===== src/rtl/lvds_clk_sync.sv =====
// Watches a slow system clock from inside the LVDS DDR domain: flags lock once it
// toggles steadily and emits a one-cycle strobe per detected rising edge while locked.
module lvds_clk_sync #(
    parameter int SYNC_STAGES = 2,
    parameter int LOCK_EDGES  = 8,
    parameter int TIMEOUT     = 32
) (
    input  logic i_ddr_clk,
    input  logic i_rst,
    input  logic i_sys_clk,
    output logic o_lvds_ready_ddr,
    output logic o_data_sbe_ddr
);

    localparam int GAP_W  = $clog2(TIMEOUT + 1);
    localparam int LOCK_W = $clog2(LOCK_EDGES + 1);

    localparam logic [GAP_W-1:0]  GAP_MAX  = GAP_W'(TIMEOUT);
    localparam logic [GAP_W-1:0]  GAP_PRE  = GAP_W'(TIMEOUT - 1);
    localparam logic [LOCK_W-1:0] LOCK_MAX = LOCK_W'(LOCK_EDGES);

    typedef enum logic {
        UNLOCKED = 1'b0,
        LOCKED   = 1'b1
    } state_t;

    state_t state;
    state_t state_nxt;

    logic [SYNC_STAGES-1:0] sync_q;
    logic                   s;
    logic                   p;
    logic                   rise;
    logic                   timeout;
    logic                   lock_hit;
    logic                   sbe_nxt;
    logic [GAP_W-1:0]       gap_cnt;
    logic [GAP_W-1:0]       gap_nxt;
    logic [LOCK_W-1:0]      lock_cnt;
    logic [LOCK_W-1:0]      lock_nxt;

    // i_sys_clk is only ever sampled as data; it never clocks anything
    always_ff @(posedge i_ddr_clk or posedge i_rst) begin
        if (i_rst) begin
            sync_q <= '0;
            p      <= 1'b0;
        end else begin
            sync_q <= {sync_q[SYNC_STAGES-2:0], i_sys_clk};
            p      <= s;
        end
    end

    assign s    = sync_q[SYNC_STAGES-1];
    assign rise = s & ~p;

    always_comb begin
        gap_nxt = gap_cnt;
        if (rise) begin
            gap_nxt = '0;
        end else if (gap_cnt < GAP_MAX) begin
            gap_nxt = gap_cnt + 1'b1;
        end
    end

    // Fires only on the TIMEOUT-1 -> TIMEOUT step, so a saturated counter stays quiet
    assign timeout = ~rise & (gap_cnt == GAP_PRE);

    always_comb begin
        lock_nxt = lock_cnt;
        if (rise) begin
            if (lock_cnt < LOCK_MAX) begin
                lock_nxt = lock_cnt + 1'b1;
            end
        end else if (timeout) begin
            lock_nxt = '0;
        end
    end

    assign lock_hit = rise & (lock_nxt == LOCK_MAX);

    always_ff @(posedge i_ddr_clk or posedge i_rst) begin
        if (i_rst) begin
            gap_cnt  <= '0;
            lock_cnt <= '0;
        end else begin
            gap_cnt  <= gap_nxt;
            lock_cnt <= lock_nxt;
        end
    end

    always_ff @(posedge i_ddr_clk or posedge i_rst) begin
        if (i_rst) begin
            state <= UNLOCKED;
        end else begin
            state <= state_nxt;
        end
    end

    always_comb begin
        state_nxt = state;
        case (state)
            UNLOCKED: if (lock_hit) state_nxt = LOCKED;
            LOCKED:   if (timeout)  state_nxt = UNLOCKED;
            default:  state_nxt = UNLOCKED;
        endcase
    end

    // Strobe uses the pre-update lock state, so the locking edge itself is silent
    always_comb begin
        sbe_nxt = rise & (state == LOCKED);
    end

    always_ff @(posedge i_ddr_clk or posedge i_rst) begin
        if (i_rst) begin
            o_data_sbe_ddr <= 1'b0;
        end else begin
            o_data_sbe_ddr <= sbe_nxt;
        end
    end

    assign o_lvds_ready_ddr = (state == LOCKED);

endmodule


===== config.mk =====
export PLATFORM = sky130hd
export DESIGN_NAME = lvds_clk_sync
export DESIGN_NICKNAME = d
export VERILOG_FILES = /design/src/rtl/lvds_clk_sync.sv
export SDC_FILE = /design/constraint.sdc
export NUM_CORES = 1
export LEC_CHECK = 0
export CAP_MARGIN = 20
export CORE_MARGIN = 5
export CORE_UTILIZATION = 35
export DETAILED_ROUTE_END_ITERATION = 12
export PLACE_DENSITY = 0.53
export RECOVER_POWER = 50
export SYNTH_ARGS = -nofsm -noshare
export SYNTH_HDL_FRONTEND = slang
export SYNTH_SLANG_ARGS = --single-unit

===== constraint.sdc =====
create_clock -name i_ddr_clk -period 1.8 [get_ports i_ddr_clk]
set_input_delay 0.36 -clock i_ddr_clk [delete_from_list [all_inputs] [get_ports i_ddr_clk]]
set_output_delay 0.36 -clock i_ddr_clk [all_outputs]
set_load 0.05 [all_outputs]

* Word level (Yosys, flattened, before mapping) *
Cells that the tools add are included.

storage, ports and cells
  bits in registers = 15
  bits in latches = 0
  memory bits (writable) = 0
  memory bits (read-only) = 0
  output and inout port bits = 2
  memories = 0

operators by class
  add/subtract/negate cells = 2
  $mul = 0
  divide/modulo/power cells = 0
  $lt $le $gt $ge = 2
  eq/ne operators = 2
  shift-type cells = 0
  muxes and demuxes = 8
  bitwise gates (word level) = 7
  reductions and logical operators = 1

operator list
  cell                   number
  $mux W4                3
  $mux W6                2
  $add A6 B1 Y6 const B  1
  $eq A6 B5 Y1 const B   1
  $lt A6 B6 Y1 const B   1
  $add A4 B1 Y4 const B  1
  $and A1 B1 Y1          4
  $eq A4 B4 Y1 const B   1
  $lt A4 B4 Y1 const B   1
  $not A1 Y1             3
  $mux W1                2
  $pmux W1 S2            1
  $reduce_bool A2 Y1     1

* Logic depth before layout (Yosys ltp) *
  depth in word-level cells = 10
  depth in mapped cells = 5
  depth with buffers taken out = 5

* Worst setup path after synthesis *
No wires, ideal clock.

  path type = register to register
  from = reg lock_cnt[0]
  to = reg state, in the netlist o_lvds_ready_ddr
  setup time = 0.067 ns
  data arrival time = 1.217 ns
  data required time = 1.733 ns
  setup slack = 0.516 ns
  stages on the path, launching flop included = 6
  buffers on the path = 0
  period minus slack after synthesis = 1.284 ns
  cell sequence = dfrtp_1 -> ha_1 -> nor3b_1 -> a21oi_1 -> nor3_1 -> a22o_1

between the ends
  cells in the longest elaborated chain, start to end = 7
  elaborated cells between the ends (all ways) = 9
  those cells by class = 1 x add/sub; 1 x order compare; 1 x eq/ne; 5 x mux; 1 x bitwise

ends and longest elaborated chain
  element                                        line    text
  start, declared                                39      logic [LOCK_W-1:0] lock_cnt;
  start signal, assigned                         87      lock_cnt <= lock_nxt;
  $add A4 B1 Y4 or $lt A4 B4 Y1 (tied branches)  72, 71
  $mux W4                                        71      if (lock_cnt < LOCK_MAX) begin
  $mux W4 (*)                                    70      if (rise) begin
  $eq A4 B4 Y1 (*)                               79      assign lock_hit = rise & (lock_nxt == LOCK_MAX);
  $and A1 B1 Y1 (*)                              79
  $mux W1 (*)                                    102     UNLOCKED: if (lock_hit) state_nxt = LOCKED;
  $pmux W1 S2 (*)                                101     case (state)
  named net state_nxt                            28      state_t state_nxt;
  end signal, assigned                           95      state <= state_nxt;
  end, declared                                  27      state_t state;

Mark *: on every way through the listed nets, which the timed path passes. The rest lies on a longest branch.
A chain may end at the register's enable or synchronous reset.

* Worst setup path after layout *
  from = reg gap_cnt[0]
  to = reg lock_cnt[0]

between the ends
  cells in the longest elaborated chain, start to end = 4

ends and longest elaborated chain
  element                 line  text
  start, declared         37    logic [GAP_W-1:0] gap_cnt;
  start signal, assigned  86    gap_cnt <= gap_nxt;
  $eq A6 B5 Y1            66    assign timeout = ~rise & (gap_cnt == GAP_PRE);
  $and A1 B1 Y1           66
  $mux W4                 74    end else if (timeout) begin
  $mux W4                 70
  named net lock_nxt[0]   40    logic [LOCK_W-1:0] lock_nxt;

The timed path passes the listed nets, and every way through them passes these cells.

==> metrics.md <==
| Metric | Value |
|---|---|
| TritonCTS Sinks | `15` |
| CTS tree | `done` |
| Setup Buffers After CTS | `0` |
| Largest net degree at the start of global routing | `16` |
| Fin Setup TNS | `0 ns` |
| Yosys Warn Count | `0` |
| Top post-synthesis cells by area | `dfrtp_1 (55%), nor2_1 (4.4%), xor2_1 (3.9%)` |
| Via count | `407` |
| GRT Overall Usage | `0.09538` |
| Critical Path RT | `1.97 ns` |
| Row count | `16` |
| Post-route ant nets | `0` |
| CP cell instances | `ha_1, nor2b_4, a21oi_2, a21o_1, mux2_4` |
| Hold_buf cts | `0` |
| Outcome | `completed` |
| Routability Congestion | `0.6798` |
| DRT iter0 DRCs | `2` |
| Share of the synthesized area in the top cell type | `0.5545` |
| Die width | `53.98 um` |
| Start point of the worst hold path | `sync_q[0]$_DFF_PP0_` |
| Crit path kind | `reg -> reg` |
| Clock slew at reported path FFs | `0.08 ns` |
| Final non-filler cell area | `760.7 um^2` |
| Fin. Hold Viols | `0` |
| Ant. Diodes | `0` |
| First-pass GRT wire length | `1.876 mm` |
| Peak Freq | `709.2 MHz` |
| CP max stage cell | `dfrtp_1` |
| Skew-Pair Late Insertion Delay | `0.27 ns` |
| Tightest Pin Transition | `0.5567 ns` |
| P_leak | `0.0003402 uW` |
| Sequential area share after synthesis | `0.5545` |
| Port bufs | `4` |
| GRT overflow | `0` |
| Cell area after synthesis | `676.9 um^2` |
| Placed cell areas | `734.5 um^2` |
| H-tree levels | `1` |
| CTS Buf Count | `3` |
| I/O pins | `5` |
| WL/cell | `11.40 um` |
| Cell Pwr Density | `1277 mW/mm^2` |
| Cell count after synthesis | `56` |
| Vias in the first global route | `433` |
| Hold Crit Class | `reg -> reg` |
| Worst Setup SP | `gap_cnt[0]$_DFFE_PP0P_` |
| Clock Tree Buf Depth | `2` |
| Routed WL | `1.026 mm` |
| Chip height | `53.98 um` |
| RSZ-0062 raised after global routing | `no` |
| Setup violations, final | `0` |
| Final slew viol count | `0` |
| CTS resizes | `0` |
| Filler cells | `186` |
| P&R area growth vs syn | `12.38%` |
| Nets@finish | `69` |
| Crit-path max FO | `4` |
| Clock skew | `0.001187 ns` |
| Critical path launch point type | `flop` |
| Max-Cap Viols | `0` |
| Core area | `0.001902 mm^2` |
| Syn_nets | `61` |
| Post-DP HPWL | `739 um` |
| Leading cell type in the layout, fill and taps excluded | `dfrtp_1` |
| CTS root buf | `clkbuf_4` |
| Initial antenna violation count | `0` |
| Detailed Routing Iterations Pass 1 | `2` |
| Max IR drop VDD | `0.4827 mV` |
| DR DRC count | `0` |
| Seq cells post-synth | `15` |
| Period utilization | `0.7833` |
| Yosys top cell by area | `dfrtp_1` |
| Crit-path max cell delay | `0.42 ns` |
| Rel. slew slack | `0.6284` |
| Synth cell types | `28` |
| Avg Synthesized Cell Area | `12.09 um^2` |
| Layout cell share with drive strength beyond 1 | `0.1587` |
| Die area | `0.002913 mm^2` |
| CP Data Arrival Time | `1.58 ns` |
| Initial Utilization | `0.3559` |
| RR Startpoint | `gap_cnt[0]$_DFFE_PP0P_` |
| Crit path time final | `1.410 ns` |
| Vias per inst | `4.522` |
| Worst Setup End Kind | `flop` |
| Commonest non-fill, non-tap cells in the layout | `dfrtp_1 (15), nor2_1 (8), xor2_1 (3), clkbuf_4 (3)` |
==> cells in the mapped netlist (all sizes together) <==
master / number
a21oi: 2
xor2: 3
and3: 1
mux2i: 1
a41oi: 1
nand4b: 1
nor2: 8
nor2b: 3
inv: 1
nor3b: 1
and2: 2
o21ai: 1
buf: 1
nor3: 1
dfrtp: 15
mux2: 1
o31ai: 1
nand2b: 2
a31oi: 1
xnor2: 2
a21o: 1
a22o: 2
nand3: 2
ha: 2
==> routing by layer <==
| metal | track usage | vias to the layer above | share of wire |
|---|---|---|---|
| li1 | - | 207 | - |
| met1 | 0.1216 | 190 | 0.49 |
| met2 | 0.1290 | 8 | 0.43 |
| met3 | 0.05817 | 2 | 0.067 |
| met4 | 0.03734 | 0 | 0.011 |
| met5 | 0 | - | 0 |
==> worst paths after layout <==
| path | end | slack [ns] | depth (start not counted) |
|---|---|---|---|
| min in group asynchronous | gap_cnt[3]$_DFFE_PP0P_ | 0.56 | 2 |
| min reg2reg | sync_q[1]$_DFF_PP0_ | 0.35 | 0 |
| max reg2reg | lock_cnt[0]$_DFF_PP0_ | 0.39 | 5 |
| min | sync_q[1]$_DFF_PP0_ | 0.35 | 0 |
| max | lock_cnt[0]$_DFF_PP0_ | 0.39 | 5 |
| max in group asynchronous | lock_cnt[2]$_DFF_PP0_ | 0.87 | 2 |
==> registers in the layout (all words and copies together), names as in the netlist <==
signal            flops
gap_cnt               6
lock_cnt              4
sync_q                2
o_data_sbe_ddr        1
o_lvds_ready_ddr      1
p                     1
==> layout make-up <==
| class | count | area, um^2 | area share |
|---|---|---|---|
| Sequential cell | 15 | 375.4 | 0.4934 |
| Clock buffer | 4 | 26.28 | 0.03454 |
| Inverter | 1 | 3.754 | 0.004934 |
| Multi-Input combinational cell | 39 | 286.5 | 0.3766 |
| Timing Repair Buffer | 4 | 35.03 | 0.04605 |
| Tap cell | 27 | 33.78 | 0.04441 |
==> report_power, final <==
part           leakage, uW  internal (uW)  switching, uW
Clock            0.0000150           85.9           99.6
Sequential        0.000192            418           88.0
Combinational     0.000134            136            143
Total             0.000340            641            331
==> worst max-delay path, delay by kind of cell (launching register included) <==
family | cells | cell delay [ns]
compound gates | 2 | 0.26
fa+ha+maj | 1 | 0.17
flops | 1 | 0.42
mux | 1 | 0.26
simple gates | 1 | 0.19
==> per-stage QoR <==
stage                     power [uW]  hold WS, ns  utilization  instances  setup slack, ns
after global placement         795.2       0.3338       0.3862         86           0.4099
after CTS                      993.2       0.3552       0.4000         90           0.3780
after global routing            1052       0.3635       0.4000         90           0.2819
after detailed placement       796.1       0.3347       0.3862         86           0.4122
final                          971.4       0.3532       0.4000         90           0.3901
after floorplan                722.3       0.2615            -         56           0.5161
==> logic make-up (layout without fill, tap and decap cells) <==
| group | count (synthesis) | after routing | share of synthesized area |
|---|---|---|---|
| buffers and inverters | 2 | 9 | 0.02217 |
| multiplexers | 2 | 2 | 0.03696 |
| AND/OR/NAND/NOR | 21 | 21 | 0.1867 |
| AO/OA/AOI/OAI | 9 | 9 | 0.09798 |
| adder cells (fa/ha/maj) | 2 | 2 | 0.03696 |
| XOR/XNOR | 5 | 5 | 0.06471 |
| flip-flops | 15 | 15 | 0.5545 |
No activity file was read; power rests on OpenSTA's default activity.
